$ cat config.mk
export PLATFORM = sky130hd
export DESIGN_NAME = sound_channel_arbiter_flat
export DESIGN_NICKNAME = d
export VERILOG_FILES = /design/src/rtl/sound_channel_arbiter_if.sv /design/src/rtl/sound_channel_arbiter.sv /design/src/flat_wrapper.sv
export SDC_FILE = /design/constraint.sdc
export NUM_CORES = 1
export LEC_CHECK = 0
export ABC_CLOCK_PERIOD_IN_PS = 3600
export BUFFER_PORTS_ARGS = -buffer_cell sky130_fd_sc_hd__buf_2
export CORE_AREA = 3 3 200 202
export CTS_BUF_LIST = sky130_fd_sc_hd__clkbuf_2
export CTS_CLUSTER_DIAMETER = 60
export DETAILED_ROUTE_END_ITERATION = 10
export DIE_AREA = 0 0 203 205
export MAX_ROUTING_LAYER = met4
export PLACE_DENSITY = 0.75
export SLEW_MARGIN = 20
export SYNTH_ARGS = -nofsm -noshare
export SYNTH_HDL_FRONTEND = slang
export SYNTH_SLANG_ARGS = --single-unit
$ cat constraint.sdc
create_clock -name clk -period 3.6 [get_ports clk]
set_clock_uncertainty 0.2 [all_clocks]
set_input_delay 0.72 -clock clk [delete_from_list [all_inputs] [get_ports clk]]
set_output_delay 0.72 -clock clk [all_outputs]
set_load 0.05 [all_outputs]
$ cat src/rtl/sound_channel_arbiter_if.sv
// Bus bundle for sound_channel_arbiter: per-channel requests/config in, piezo and status out.
// The optional mute input exists only when SOUND_MUTE_EN is defined.
interface sound_channel_arbiter_if #(
  parameter int NUM_CH = 4,
  parameter int DIV_W  = 17,
  parameter int CAD_W  = 26,
  parameter int IDX_W  = 2
);
  logic [NUM_CH-1:0]       ch_req;
  logic [NUM_CH-1:0]       ch_oneshot;
  logic [NUM_CH*DIV_W-1:0] ch_half_period;
  logic [NUM_CH*CAD_W-1:0] ch_on_cycles;
  logic [NUM_CH*CAD_W-1:0] ch_off_cycles;
`ifdef SOUND_MUTE_EN
  logic                    mute;
`endif
  logic                    piezo_out;
  logic                    active_valid;
  logic [IDX_W-1:0]        active_ch;
  logic [NUM_CH-1:0]       ch_sounding;

  modport master (
    output ch_req, ch_oneshot, ch_half_period, ch_on_cycles, ch_off_cycles,
`ifdef SOUND_MUTE_EN
    output mute,
`endif
    input  piezo_out, active_valid, active_ch, ch_sounding
  );

  modport slave (
    input  ch_req, ch_oneshot, ch_half_period, ch_on_cycles, ch_off_cycles,
`ifdef SOUND_MUTE_EN
    input  mute,
`endif
    output piezo_out, active_valid, active_ch, ch_sounding
  );
endinterface

$ cat src/rtl/sound_channel_arbiter.sv
// Multi-channel piezo engine: per-channel cadence FSMs, fixed-priority arbiter, shared tone divider.
// Optional feature macro: SOUND_MUTE_EN (adds a mute input that forces piezo_out low).
module sound_channel_arbiter #(
  parameter int NUM_CH = 4,
  parameter int DIV_W  = 17,
  parameter int CAD_W  = 26,
  parameter int IDX_W  = 2
) (
  input  logic                   clk,
  input  logic                   rst_n,
  sound_channel_arbiter_if.slave bus
);

  typedef enum logic [1:0] {ST_IDLE = 2'd0, ST_ON = 2'd1, ST_OFF = 2'd2} ch_state_t;

  ch_state_t        r_state [NUM_CH];
  logic [CAD_W-1:0] r_cnt   [NUM_CH];
  logic [CAD_W-1:0] r_n     [NUM_CH];
  logic [CAD_W-1:0] r_m     [NUM_CH];
  logic [DIV_W-1:0] r_h     [NUM_CH];
  logic [NUM_CH-1:0] r_req_d;

  logic [CAD_W-1:0] w_in_n [NUM_CH];
  logic [CAD_W-1:0] w_in_m [NUM_CH];
  logic [DIV_W-1:0] w_in_h [NUM_CH];
  logic [NUM_CH-1:0] w_enter_on, w_enter_off, w_hold, w_sounding;

  // Per-channel transition decode; anything not entering or holding a phase falls to IDLE.
  always_comb begin
    for (int i = 0; i < NUM_CH; i++) begin
      // NOTE: every output gets a default first so no path leaves it unassigned (no latch).
      w_in_n[i]      = bus.ch_on_cycles[i*CAD_W +: CAD_W];
      w_in_m[i]      = bus.ch_off_cycles[i*CAD_W +: CAD_W];
      w_in_h[i]      = bus.ch_half_period[i*DIV_W +: DIV_W];
      w_enter_on[i]  = 1'b0;
      w_enter_off[i] = 1'b0;
      w_hold[i]      = 1'b0;
      w_sounding[i]  = (r_state[i] == ST_ON);
      if (w_in_n[i] == '0 || w_in_h[i] == '0) begin
        w_hold[i] = 1'b0;
      end else if (bus.ch_oneshot[i]) begin
        if (bus.ch_req[i] && !r_req_d[i]) w_enter_on[i] = 1'b1;
        else if (r_state[i] == ST_ON && r_cnt[i] != r_n[i]) w_hold[i] = 1'b1;
      end else if (bus.ch_req[i]) begin
        case (r_state[i])
          ST_ON: begin
            if (r_cnt[i] != r_n[i])     w_hold[i]      = 1'b1;
            else if (w_in_m[i] == '0)   w_enter_on[i]  = 1'b1;
            else                        w_enter_off[i] = 1'b1;
          end
          ST_OFF: begin
            if (r_cnt[i] != r_m[i])     w_hold[i]      = 1'b1;
            else                        w_enter_on[i]  = 1'b1;
          end
          default:                      w_enter_on[i]  = 1'b1;
        endcase
      end
    end
  end

  always_ff @(posedge clk or negedge rst_n) begin
    if (!rst_n) begin
      r_req_d <= '0;
      // NOTE: the per-channel arrays are reset explicitly; their values are visible right after reset.
      for (int i = 0; i < NUM_CH; i++) begin
        r_state[i] <= ST_IDLE;
        r_cnt[i]   <= '0;
        r_n[i]     <= '0;
        r_m[i]     <= '0;
        r_h[i]     <= '0;
      end
    end else begin
      // NOTE: non-blocking assignments keep every register sampling pre-edge values.
      r_req_d <= bus.ch_req;
      for (int i = 0; i < NUM_CH; i++) begin
        if (w_enter_on[i] || w_enter_off[i]) begin
          r_state[i] <= w_enter_off[i] ? ST_OFF : ST_ON;
          r_cnt[i]   <= CAD_W'(1);
          r_n[i]     <= w_in_n[i];
          r_m[i]     <= w_in_m[i];
          r_h[i]     <= w_in_h[i];
        end else if (w_hold[i]) begin
          r_cnt[i]   <= r_cnt[i] + 1'b1;
        end else begin
          r_state[i] <= ST_IDLE;
          r_cnt[i]   <= '0;
        end
      end
    end
  end

  logic             w_win_valid;
  logic [IDX_W-1:0] w_win_idx;
  logic [DIV_W-1:0] w_tc_nxt;
  logic             w_wave_nxt;
  logic             r_valid;
  logic [IDX_W-1:0] r_ch;
  logic [DIV_W-1:0] r_tc;
  logic             r_wave;

  // Lowest-index ON channel wins; a new winner restarts the tone phase from zero.
  always_comb begin
    w_win_valid = |w_sounding;
    w_win_idx   = '0;
    for (int i = NUM_CH - 1; i >= 0; i--) begin
      if (w_sounding[i]) w_win_idx = IDX_W'(i);
    end
    w_tc_nxt   = '0;
    w_wave_nxt = 1'b0;
    if (w_win_valid && r_valid && (w_win_idx == r_ch)) begin
      if (r_tc == r_h[w_win_idx]) begin
        w_wave_nxt = ~r_wave;
      end else begin
        w_tc_nxt   = r_tc + 1'b1;
        w_wave_nxt = r_wave;
      end
    end
  end

  always_ff @(posedge clk or negedge rst_n) begin
    if (!rst_n) begin
      r_valid <= 1'b0;
      r_ch    <= '0;
      r_tc    <= '0;
      r_wave  <= 1'b0;
    end else begin
      r_valid <= w_win_valid;
      r_ch    <= w_win_idx;
      r_tc    <= w_tc_nxt;
      r_wave  <= w_wave_nxt;
    end
  end

`ifdef SOUND_MUTE_EN
  logic r_piezo;

  // Muting only gates the pin; cadence and tone counters keep running in phase.
  always_ff @(posedge clk or negedge rst_n) begin
    if (!rst_n) r_piezo <= 1'b0;
    else        r_piezo <= w_wave_nxt & ~bus.mute;
  end

  assign bus.piezo_out = r_piezo;
`else
  assign bus.piezo_out = r_wave;
`endif

  assign bus.active_valid = r_valid;
  assign bus.active_ch    = r_ch;
  assign bus.ch_sounding  = w_sounding;

endmodule

$ cat src/flat_wrapper.sv
// flat-port wrapper written by rule: the top's interface ports become plain ports
module sound_channel_arbiter_flat 
#(
  parameter int NUM_CH = 4,
  parameter int DIV_W  = 17,
  parameter int CAD_W  = 26,
  parameter int IDX_W  = 2
)
  (clk, rst_n, bus_ch_req, bus_ch_oneshot, bus_ch_half_period, bus_ch_on_cycles, bus_ch_off_cycles, bus_piezo_out, bus_active_valid, bus_active_ch, bus_ch_sounding);
  sound_channel_arbiter_if #(.NUM_CH(NUM_CH), .DIV_W(DIV_W), .CAD_W(CAD_W), .IDX_W(IDX_W)) bus_i ();
  input  logic clk;
  input  logic rst_n;
  input wire logic [$bits(bus_i.ch_req)-1:0] bus_ch_req;
  input wire logic [$bits(bus_i.ch_oneshot)-1:0] bus_ch_oneshot;
  input wire logic [$bits(bus_i.ch_half_period)-1:0] bus_ch_half_period;
  input wire logic [$bits(bus_i.ch_on_cycles)-1:0] bus_ch_on_cycles;
  input wire logic [$bits(bus_i.ch_off_cycles)-1:0] bus_ch_off_cycles;
  output wire logic [$bits(bus_i.piezo_out)-1:0] bus_piezo_out;
  output wire logic [$bits(bus_i.active_valid)-1:0] bus_active_valid;
  output wire logic [$bits(bus_i.active_ch)-1:0] bus_active_ch;
  output wire logic [$bits(bus_i.ch_sounding)-1:0] bus_ch_sounding;
  assign bus_i.ch_req = bus_ch_req;
  assign bus_i.ch_oneshot = bus_ch_oneshot;
  assign bus_i.ch_half_period = bus_ch_half_period;
  assign bus_i.ch_on_cycles = bus_ch_on_cycles;
  assign bus_i.ch_off_cycles = bus_ch_off_cycles;
  assign bus_piezo_out = bus_i.piezo_out;
  assign bus_active_valid = bus_i.active_valid;
  assign bus_active_ch = bus_i.active_ch;
  assign bus_ch_sounding = bus_i.ch_sounding;
  sound_channel_arbiter #(.NUM_CH(NUM_CH), .DIV_W(DIV_W), .CAD_W(CAD_W), .IDX_W(IDX_W)) u_core (.clk(clk), .rst_n(rst_n), .bus(bus_i));
endmodule
==> results of run 1 <==
## layout make-up
| class | count | area [µm²] |
|---|---|---|
| Tap cell | 518 | 648 |
| Fill cell | 2848 | 12000 |
| Multi-Input combinational cell | 1261 | 9740 |
| Inverter | 36 | 135 |
| Clock buffer | 158 | 791 |
| Sequential cell | 413 | 10300 |
| Timing Repair Buffer | 609 | 4700 |
| Clock inverter | 18 | 120 |
| Antenna cell | 10 | 25.0 |
## through the flow
step	area [µm²]	instances	hold slack (ns)	setup WS, ns
6_report	26500	3023	0.105	0.217
5_1_grt	26500	3022	0.0220	0.00545
4_1_cts	26500	3012	0.00383	0.103
3_5_place_dp	22700	2550	0.287	0.214
3_3_place_gp	22700	2550	0.277	0.295
2_1_floorplan	20600	1806	0.224	0.0620
## timing repair
action                                 4_1_cts  5_1_grt
setup buffers                                0        0
endpoints found under the hold margin      697        0
hold buffers                               286        0
## registers in the layout, indices dropped and copies added, names as in the netlist
signal	flops
u_core.r_n	104
u_core.bus.active_ch	2
u_core.r_req_d	4
u_core.r_h	68
u_core.r_tc	17
u_core.bus.piezo_out	1
u_core.r_m	104
u_core.r_cnt	104
u_core.bus.active_valid	1
u_core.r_state	8
## worst max-delay path: cells and delay by family (launching register included)
family	cells	cell delay, ns
adder cells (fa/ha/maj)	1	0.34
buffers and inverters	3	0.72
flip-flops	1	0.40
## logic make-up after synthesis
kind of cell / count (synthesis)
AOI/OAI and AO/OA: 79
xor gates and xnor gates: 328
adders and majority gates: 13
buffers and inverters: 132
DFF: 413
muxes: 285
and+or+nand+nor: 556
## path summary, 6_finish.rpt
path | start | to
setup / recovery | u_core.r_state[3] | bus_ch_sounding[2]
hold / removal | rst_n | u_core.r_h[45]
setup reg to reg | u_core.r_state[3] | u_core.r_tc[4]
hold reg to reg | u_core.r_h[21] | u_core.r_h[21]
max in group asynchronous | rst_n | u_core.r_cnt[58]
min in group clk | bus_ch_req[1] | u_core.r_req_d[1]
## Yosys cell counts, types with 7 or more instances
master / number / share of area [%]
o21ai_0: 18 / 0.44
nand4_1: 70 / 2.1
nor4_1: 82 / 2.5
xor2_1: 124 / 5.3
mux2_1: 16 / 0.87
nor3_1: 16 / 0.39
inv_1: 36 / 0.66
nand2_1: 51 / 0.93
and2_1: 7 / 0.21
dfrtp_1: 413 / 50
nand3_1: 73 / 1.8
mux2_2: 260 / 14
nor3b_1: 10 / 0.36
and4_1: 10 / 0.43
ha_1: 13 / 0.79
buf_2: 27 / 0.66
nor2b_1: 15 / 0.46
and3_1: 29 / 0.88
a21oi_1: 12 / 0.29
nor2_1: 173 / 3.2
clkbuf_1: 65 / 1.2
xnor2_1: 204 / 8.7
## layer usage
| layer | up-vias | part of all wire [%] |
|---|---|---|
| met4 | 0 | 4.2 |
| li1 | 7639 | - |
| met2 | 601 | 50 |
| met3 | 188 | 5.5 |
| met1 | 8145 | 40 |
| met5 | - | 0 |
## power by group
group	internal, W	switching (W)	leakage (nW)	total, W
logic	0.00124	0.000939	5.46	0.00218
registers	0.00520	0.000495	5.12	0.00569
clock network	0.00129	0.00191	0.712	0.00320
total	0.00772	0.00335	11.3	0.0111
==> metrics.md, run 1 <==
| Metric | Value |
|---|---|
| DP Wirelength | `40800 µm` |
| Met2 Use GR | `50.1%` |
| Number of synthesized register bits | `413` |
| Adder-cell share of the synthesized area | `0.790%` |
| First-pass GRT wire length | `95600 µm` |
| Clk buf depth | `3` |
| Status | `finished clean` |
| Final core area utilization | `68.9%` |
| Routed vias | `16573` |
| Most frequent cells in the layout | `dfrtp_1, buf_2, dlygate4sd3_1, mux2_2, xnor2_1` |
| Placement Rows | `72` |
| Share of the yosys chip area belonging to registers | `50.2%` |
| Leakage power | `11.3 nW` |
| Worst hold path class | `input port to async pin` |
| Share of synthesized registers carrying an async set or reset | `100%` |
| GP Congestion | `0.932` |
| Post-Synth Simple-Gate Area | `14.0%` |
| Crit-path cells | `inv_1 > ha_1 > buf_4 > buf_2` |
| XOR/XNOR share of the synthesized area | `13.9%` |
| Critical Path RT | `2.68 ns` |
| Synth-to-layout area growth | `28.7%` |
| RSZ-0062 raised after global routing | `no` |
| GRT met3 Usage | `6.21%` |
| Hold Fails Final Rpt | `0` |
| DIE WIDTH | `203 µm` |
| Vias per inst | `5.48` |
| CTS tree | `yes` |
| Input/output buffers | `293` |
| Most common cell after layout, fill and taps aside | `dfrtp_1` |
| Min Clock Period, post-route | `3.38 ns` |
| Chip height | `205 µm` |
| Mapped cell area | `20600 µm²` |
| Register-to-Register Path Depth | `10` |
| Clock-pin transition on the worst setup and hold timing paths | `0.12 ns` |
| GRT busiest layer | `met2` |
| Max Slew Vio Count | `0` |
| Total iterations of the first detailed-routing run | `5` |
| Largest net degree at the start of global routing | `83` |
| Syn Nets | `2105` |
| Antenna violations before repair | `9` |
| Total Wirelength | `60700 µm` |
| Cell area power density | `418 nW/µm²` |
| Worst skew pair latency | `1.04 ns` |
| Max stage delay on crit path | `0.40 ns` |
| CTS root buf | `clkbuf_2` |
| Power Total | `0.0111 W` |
| Nets | `2729` |
| Synth Area in Compound Gates | `2.73%` |
| Tot GR Track Use | `30.1%` |
| FF-to-FF setup slack | `0.23 ns` |
| Post-Syn Instances | `1806` |
| Setup TNS | `0 ns` |
| CP Data Arrival Time | `2.46 ns` |
| DRC Markers | `0` |
| DR WL/cell | `20.1 µm` |
| Mux contribution to synthesized area | `15.8%` |
| Peak Freq | `0.296 GHz` |
| Clock buffer count from CTS | `109` |
| Ratio of final minimum period to clock period | `94.0%` |
| Syn_area_per_cell | `11.4 µm²` |
| Vias in the first global route | `17939` |
| Worst-Margin Slew | `0.953 ns` |
| Crit-path max FO | `24` |
| Grt ovf | `0` |
| Iter 0 DRT Violations | `1078` |
| Final setup fails | `0` |
| Setup Crit Path Kind | `flop to output port` |
| Antenna viol nets, final | `0` |
| Core Area | `38500 µm²` |
| Slew margin rel. | `35.6%` |
| Die Area | `41600 µm²` |
| Setup crit start kind | `flop` |
| Post-CTS Resized | `0` |
| CTS sink cnt | `413` |
| Critical Path Sink Type | `output port` |
| Ys Warns | `0` |
| Post-synth EDFFs | `0` |
| Initial Util | `53.5%` |
| Largest family of logic cells by synthesized area | `multiplexers` |
| Max Cap Viol | `0` |
| GR Util met1 | `35.6%` |
| I/O pin total | `294` |
| Share of layout cells above drive strength 1 | `30.3%` |
| Primary FF master, synth | `dfrtp_1` |
| H-tree depth | `3` |
| Worst path slowest cell | `dfrtp_1` |
| Yosys cell types | `60` |
| Worst vdd ir | `0.000250 V` |
Note: power is estimated with default switching activity, not from simulation.
==> inputs of run 2 (changes only) <==
==> constraint.sdc (replaced) <==
create_clock -name clk -period 3.6 [get_ports clk]
set_clock_uncertainty 0.2 [all_clocks]
set_input_delay 0.36 -clock clk [delete_from_list [all_inputs] [get_ports clk]]
set_output_delay 0.36 -clock clk [all_outputs]
set_load 0.05 [all_outputs]
==> metrics.md, run 2 <==
| Metric | Value |
|---|---|
| Chip height | `205 µm (unchanged)` |
| Dpl cell area | `22600 µm² (-0.21%)` |
| Primary FF master, synth | `dfrtp_1` |
| Error | `[ERROR RSZ-0060] Max buffer count reached.` |
| GP Congestion | `0.934 (+0.19%)` |
| Share of the yosys chip area belonging to registers | `50.2% (unchanged)` |
| Share of the synthesized area in the top cell type | `50.2% (unchanged)` |
| I/O pin total | `294 (unchanged)` |
| Yosys cell types | `60 (unchanged)` |
| Syn Nets | `2105 (unchanged)` |
| Largest area contributor in the netlist | `dfrtp_1` |
| Hold Buf Count CTS | `549 (+92%)` |
| CTS root buf | `clkbuf_2` |
| Post-CTS Resized | `0 (unchanged)` |
| Initial Util | `53.5% (unchanged)` |
| Clk buf depth | `3 (unchanged)` |
| Postcts setup bufs | `0 (unchanged)` |
| Post-synth top cells | `dfrtp_1, mux2_2, xnor2_1, nor2_1, xor2_1` |
| Input/output buffers | `293 (unchanged)` |
| Share of synthesized registers carrying an async set or reset | `100% (unchanged)` |
| DIE WIDTH | `203 µm (unchanged)` |
| Placement Rows | `72 (unchanged)` |
| Ys Warns | `0 (unchanged)` |
| Post-Syn Instances | `1806 (unchanged)` |
| Most common cell in the netlist | `dfrtp_1` |
| Clock buffer count from CTS | `109 (unchanged)` |
| Mapped cell area | `20600 µm² (unchanged)` |
| Syn_area_per_cell | `11.4 µm² (unchanged)` |
| Synth area leaders | `dfrtp_1, mux2_2, xnor2_1` |
| H-tree depth | `3 (unchanged)` |
| DP Wirelength | `41600 µm (+1.8%)` |
| Number of synthesized register bits | `413 (unchanged)` |
| Halt Stage | `clock tree synthesis (4_1_cts)` |
| Status | `aborted with a tool error` |
| Post-synth EDFFs | `0 (unchanged)` |
| CTS sink cnt | `413 (unchanged)` |
## run 2: cell counts after synthesis
No cell type changed its count.
## run 2: stage by stage
| stage | hold WS [ns] | setup slack, ns | instances | utilization, % |
|---|---|---|---|---|
| after floorplan | -0.136 | 0.0620 | 1806 | - |
| after detailed placement | 0.262 | 0.236 | 2552 | 58.8 |
| after global placement | 0.254 | 0.314 | 2552 | 58.8 |
## run 2: cells by family after synthesis
kind of cell,Yosys count,synth area share (%)
AO/OA/AOI/OAI,79,2.73
XOR/XNOR,328,13.9
adder cells (fa/ha/maj),13,0.790
buffers and inverters,132,2.59
flip-flops,413,50.2
multiplexers,285,15.8
AND/OR/NAND/NOR,556,14.0
==> inputs of run 3 (changes only) <==
--- a/config.mk
+++ b/config.mk
@@ -7,13 +7,10 @@
 export LEC_CHECK = 0
 export ABC_CLOCK_PERIOD_IN_PS = 3600
 export BUFFER_PORTS_ARGS = -buffer_cell sky130_fd_sc_hd__buf_2
-export CORE_AREA = 3 3 200 202
-export CTS_BUF_LIST = sky130_fd_sc_hd__clkbuf_2
-export CTS_CLUSTER_DIAMETER = 60
+export CORE_AREA = 3 3 234 236
 export DETAILED_ROUTE_END_ITERATION = 10
-export DIE_AREA = 0 0 203 205
-export MAX_ROUTING_LAYER = met4
-export PLACE_DENSITY = 0.75
+export DIE_AREA = 0 0 237 239
+export PLACE_DENSITY_LB_ADDON = 0.15
 export SLEW_MARGIN = 20
 export SYNTH_ARGS = -nofsm -noshare
 export SYNTH_HDL_FRONTEND = slang
==> metrics.md, run 3 (synthesis gave the netlist of run 1 again) <==
| Metric | Value |
|---|---|
| Peak Freq | `0.309 GHz` |
| I/O pin total | `294 (unchanged)` |
| Chip height | `239 µm (+17%)` |
| DRC Markers | `0` |
| Placement Rows | `84 (+17%)` |
| Slew margin rel. | `51.0%` |
| Power Total | `0.0127 W` |
| Leakage power | `11.3 nW` |
| Clk buf depth | `3 (unchanged)` |
| Die Area | `56600 µm²` |
| GP Congestion | `0.873 (-6.5%)` |
| DIE WIDTH | `237 µm (+17%)` |
| Crit-path max FO | `64` |
| Worst skew pair latency | `0.59 ns` |
| Clock-pin transition on the worst setup and hold timing paths | `0.06 ns` |
| Nets | `2667` |
| Synth-to-layout area growth | `32.5%` |
| Crit-path cells | `xnor2_1 > nand4_1 > nor4_1 > buf_4 > nand3_1 > o2111ai_1 > nand4_1 > buf_12 > mux2_2` |
| Ratio of final minimum period to clock period | `89.8%` |
| First-pass GRT wire length | `96200 µm` |
| Worst vdd ir | `0.000348 V` |
| CTS tree | `yes` |
| Hold Fails Final Rpt | `0` |
| Crit path buffers/inverters | `2` |
| Grt ovf | `0` |
| CP Data Arrival Time | `3.49 ns` |
| Dpl cell area | `22900 µm² (+1.1%)` |
| Finished Cell Area | `27300 µm²` |
| Total iterations of the first detailed-routing run | `4` |
| Post-CTS Resized | `0 (unchanged)` |
| Final setup fails | `0` |
| Largest registers | `u_core.r_cnt (104), u_core.r_m (104), u_core.r_n (104)` |
| Antenna violations before repair | `5` |
| Max Slew Vio Count | `0` |
| Tot GR Track Use | `21.7%` |
| Max Cap Viol | `0` |
| Vias in the first global route | `16589` |
| Top cell family by delay on the critical path | `simple AND/OR/NAND/NOR gates` |
| Setup Crit Path Kind | `flop to flop` |
| Max stage delay on crit path | `0.60 ns` |
| Initial Util | `39.1% (-14 points)` |
| Worst path slowest cell | `nor4_1` |
| Setup crit start kind | `flop` |
| Worst hold path class | `input port to flop` |
| CTS root buf | `clkbuf_16` |
| Min Clock Period, post-route | `3.23 ns` |
| Setup TNS | `0 ns` |
| Crit-path most repeated cell | `nand4_1` |
| Worst-Margin Slew | `0.735 ns` |
| Routed vias | `15584` |
| DR WL/cell | `19.9 µm` |
| Total Wirelength | `61600 µm` |
| Hold WS | `0.0451 ns` |
| Antenna viol nets, final | `0` |
| Core Area | `52700 µm²` |
| Vias per inst | `5.04` |
| Non-Filler Instances | `3092` |
| Status | `finished clean` |
| Most common cell after layout, fill and taps aside | `dfrtp_1` |
| H-tree depth | `2 (-1)` |
| Input/output buffers | `293 (unchanged)` |
| RSZ-0062 raised after global routing | `no` |
| Critical Path Sink Type | `flop` |
| Share of layout cells above drive strength 1 | `27.7%` |
| Iter 0 DRT Violations | `924` |
| Cell area power density | `465 nW/µm²` |
| Critical Path RT | `3.86 ns` |
| CTS sink cnt | `413 (unchanged)` |
| DP Wirelength | `44600 µm (+7.2%)` |
| Largest net degree at the start of global routing | `86` |
| Clock buffer count from CTS | `48 (-56%)` |
| Placed Instances | `2721 (+6.6%)` |
| Most frequent cells in the layout | `dfrtp_1, buf_2, dlygate4sd3_1, mux2_2, xnor2_1` |
-- run 3: path summary, 6_finish.rpt --
kind | from | end | slack [ns] | cells past startpoint
worst max-delay path | u_core.r_cnt[57] | u_core.r_n[64] | 0.37 | 9
worst min-delay path | bus_ch_oneshot[0] | u_core.r_cnt[78] | 0.05 | 4
worst min register to register | u_core.r_h[27] | u_core.r_h[27] | 0.29 | 1
max in group asynchronous | rst_n | u_core.r_n[35] | 2.15 | 3
worst max register to register | u_core.r_cnt[57] | u_core.r_n[64] | 0.37 | 9
min in group asynchronous | rst_n | u_core.r_m[70] | 0.20 | 2
-- run 3: where the power goes --
part | total, W | switching [W] | leakage (nW) | internal [W]
Clock | 0.00484 | 0.00194 | 0.761 | 0.00290
Sequential | 0.00568 | 0.000472 | 5.12 | 0.00521
Combinational | 0.00216 | 0.000923 | 5.45 | 0.00124
-- run 3: routing by layer --
metal / global-route usage (%) / part of all wire, % / up-vias
met5: 0 / 0 / -
met4: 5.50 / 2.4 / 0
met3: 3.51 / 3.3 / 100
met2: 37.4 / 50 / 278
met1: 28.6 / 45 / 7723
li1: - / - / 7483
-- run 3: stage by stage --
step                util [%]  worst slack (ns)
floorplan                  -            0.0620
global placement        43.4             0.288
detailed placement      43.4             0.243
CTS                     51.8             0.229
global route            51.8             0.160
finish                  51.8             0.368
-- run 3: final cells by class --
type	instances	area, µm²
Multi-Input combinational cell	1261	9740
Clock inverter	10	133
Antenna cell	5	12.5
Clock buffer	71	1410
Sequential cell	413	10300
Inverter	36	135
Fill cell	4618	25400
Tap cell	688	861
Timing Repair Buffer	608	4670
-- run 3: worst register-to-register path, cell delays in order, from the launching register on --
cell and delay [ns]:
dfrtp_1 0.45, xnor2_1 0.28, nand4_1 0.21, nor4_1 0.60, buf_4 0.22, nand3_1 0.11, o2111ai_1 0.14, nand4_1 0.24
buf_12 0.29, mux2_2 0.37
-- run 3: timing repair --
| item | in CTS | in global routing |
|---|---|---|
| endpoints found under the hold margin | 363 | 0 |
| buffers inserted | 0 | 1 |
| setup endpoints to repair | 0 | 15 |
| hold buffers | 283 | 0 |
==> inputs of run 4 (changes only) <==
--- a/config.mk
+++ b/config.mk
@@ -5,12 +5,13 @@
 export SDC_FILE = /design/constraint.sdc
 export NUM_CORES = 1
 export LEC_CHECK = 0
-export ABC_CLOCK_PERIOD_IN_PS = 3600
+export ABC_CLOCK_PERIOD_IN_PS = 3700
 export BUFFER_PORTS_ARGS = -buffer_cell sky130_fd_sc_hd__buf_2
 export CORE_AREA = 3 3 234 236
 export DETAILED_ROUTE_END_ITERATION = 10
 export DIE_AREA = 0 0 237 239
 export PLACE_DENSITY_LB_ADDON = 0.15
+export SETUP_SLACK_MARGIN = 0.15
 export SLEW_MARGIN = 20
 export SYNTH_ARGS = -nofsm -noshare
 export SYNTH_HDL_FRONTEND = slang
==> constraint.sdc (replaced) <==
create_clock -name clk -period 3.7 [get_ports clk]
set_clock_uncertainty 0.2 [all_clocks]
set_input_delay 0.37 -clock clk [delete_from_list [all_inputs] [get_ports clk]]
set_output_delay 0.37 -clock clk [all_outputs]
set_load 0.05 [all_outputs]
==> metrics.md, run 4 (synthesis gave the netlist of run 1 again) <==
| Metric | Value |
|---|---|
| Status | `finished clean` |
| Slew margin rel. | `36.6% (-14 points)` |
| Worst skew pair latency | `0.57 ns (-0.02 ns)` |
| DR WL/cell | `19.8 µm (-0.61%)` |
| CTS tree | `yes` |
| Non-Filler Instances | `3090 (-0.065%)` |
| Hold endpoint | `u_core.r_cnt[78]` |
| Worst hold path startpoint | `bus_ch_oneshot[0]` |
| Worst-Margin Slew | `0.943 ns (+0.208 ns)` |
| Routed vias | `15580 (-0.026%)` |
| Placed Instances | `2719 (-0.074%)` |
| Iter 0 DRT Violations | `854 (-7.6%)` |
| RSZ-0062 raised after global routing | `no` |
| Peak Freq | `0.301 GHz (-2.7%)` |
| CTS root buf | `clkbuf_16` |
| Crit-path max FO | `56 (-13%)` |
| DRC Markers | `0 (unchanged)` |
| Worst R2R Start | `u_core.r_cnt[57]` |
| First-pass GRT wire length | `95600 µm (-0.60%)` |
| Tot GR Track Use | `21.5% (-0.19 points)` |
| GP Congestion | `0.850 (-2.7%)` |
| Setup crit start kind | `flop` |
| Critical Path RT | `3.95 ns (+0.09 ns)` |
| Core Area | `52700 µm² (unchanged)` |
| Leakage power | `11.3 nW (-0.47%)` |
| DIE WIDTH | `237 µm (unchanged)` |
| Chip height | `239 µm (unchanged)` |
| Clock-pin transition on the worst setup and hold timing paths | `0.06 ns (about the same)` |
| Worst vdd ir | `0.000282 V (-19%)` |
| Vias per inst | `5.04 (about the same)` |
| Most common cell after layout, fill and taps aside | `dfrtp_1` |
| CTS sink cnt | `413 (unchanged)` |
| Synth-to-layout area growth | `32.0%` |
| Antenna violations before repair | `4 (-1)` |
| Hold WS | `0.0661 ns (+0.0210 ns)` |
| Most frequent cells in the layout | `dfrtp_1, buf_2, dlygate4sd3_1, mux2_2, xnor2_1` |
| Nets | `2663 (-0.15%)` |
| Setup TNS | `0 ns (unchanged)` |
| Die Area | `56600 µm² (unchanged)` |
| H-tree depth | `2 (unchanged)` |
| Hold Path Stages | `4 (unchanged)` |
| CP Data Arrival Time | `3.57 ns (+0.08 ns)` |
| Grt ovf | `0 (unchanged)` |
| Initial Util | `39.1% (unchanged)` |
| FF-to-FF End | `u_core.r_m[75]` |
| Placement Rows | `84 (unchanged)` |
| Max Cap Viol | `0 (unchanged)` |
| DP Wirelength | `44700 µm (+0.21%)` |
| Ratio of final minimum period to clock period | `89.8% (about the same)` |
| Vias in the first global route | `16604 (+0.090%)` |
| I/O pin total | `294 (unchanged)` |
| Final setup fails | `0 (unchanged)` |
| Min Clock Period, post-route | `3.32 ns (+0.0899 ns)` |
| Antenna viol nets, final | `0 (unchanged)` |
| Cell area power density | `449 nW/µm² (-3.3%)` |
| Largest registers | `u_core.r_cnt (104), u_core.r_m (104), u_core.r_n (104)` |
| Final core area utilization | `51.6% (-0.20 points)` |
| Share of layout cells above drive strength 1 | `27.5% (-0.20 points)` |
| Clock buffer count from CTS | `47 (-2.1%)` |
| Total Wirelength | `61100 µm (-0.68%)` |
| FF-to-FF setup slack | `0.38 ns (about the same)` |
| Register-to-Register Path Depth | `9 (unchanged)` |
| Setup Crit Path Kind | `flop to flop` |
| Critical Path Sink Type | `flop` |
| Clk buf depth | `3 (unchanged)` |
| Total iterations of the first detailed-routing run | `5 (+1)` |
| Max Slew Vio Count | `0 (unchanged)` |
| Worst hold path class | `input port to flop` |
| Input/output buffers | `293 (unchanged)` |
| Hold Fails Final Rpt | `0 (unchanged)` |
| Largest net degree at the start of global routing | `97 (+13%)` |
## run 4: cell types whose count changed in the layout (fill, tap and decap cells not counted), moves of 2 or more
| cell | delta |
|---|---|
| buf_12 | -4 |
| clkbuf_1 | +4 |
| buf_4 | +2 |
| bufinv_16 | -2 |
| clkbuf_8 | +2 |
| inv_6 | -2 |
## run 4: worst max-delay path, stage by stage (launching register included)
cell and delay, ns:
dfrtp_1 0.44, xnor2_1 0.30, nand4_1 0.21, nor4_1 0.57
buf_4 0.21, nand3_1 0.12, o2111ai_1 0.16, nand4_1 0.19
buf_4 0.39, mux2_2 0.38
## run 4: through the flow
| stage | worst slack (ns) | area [µm²] | total power [W] |
|---|---|---|---|
| finish | 0.378 | 27200 | 0.0122 |
| global route | 0.168 | 27200 | 0.0128 |
| CTS | 0.322 | 27200 | 0.0124 |
| detailed placement | 0.339 | 22800 | 0.00746 |
| global placement | 0.374 | 22800 | 0.00742 |
| floorplan | 0.162 | 20600 | 0.00669 |
## run 4: layer usage
metal | share of wire (%) | vias to the layer above | global-route usage, % | wire length [µm]
met1 | 45 | 7684 | 28.4 | 27300
met5 | 0 | - | 0 | 0
li1 | - | 7475 | - | -
met4 | 2.8 | 0 | 6.73 | 1700
met3 | 3.3 | 108 | 2.79 | 2030
met2 | 49 | 313 | 36.9 | 30100
## run 4: cell type report
class	count	area, µm²
clock buffer	77	1450
timing repair buffer	605	4590
inverter	36	135
sequential	413	10300
tap	688	861
fill	4660	25500
multi-input combinational	1261	9750
antenna	4	10.0
clock inverter	6	55.1
## run 4: what timing repair did
item	CTS	global route
hold buffers	283	0
endpoints found under the hold margin	373	0
setup buffers	0	1
gates resized for setup	0	1
endpoints found under the setup margin	0	17
## run 4: how the worst max path moves through the flow
stage,slack (ns),endpoint,startpoint
2_1_floorplan,0.16,u_core.r_tc[15],u_core.r_state[3]
3_3_place_gp,0.37,u_core.r_m[33],bus_ch_half_period[35]
3_5_place_dp,0.34,u_core.r_tc[15],u_core.r_state[3]
4_1_cts,0.32,u_core.r_tc[9],u_core.r_state[3]
5_1_grt,0.17,u_core.r_m[45],bus_ch_half_period[35]
6_report,0.38,u_core.r_m[75],u_core.r_cnt[57]
## run 4: power by group
group          internal [W]  switching [W]
logic               0.00120       0.000887
clock network       0.00273        0.00187
registers           0.00507       0.000474
total               0.00899        0.00323
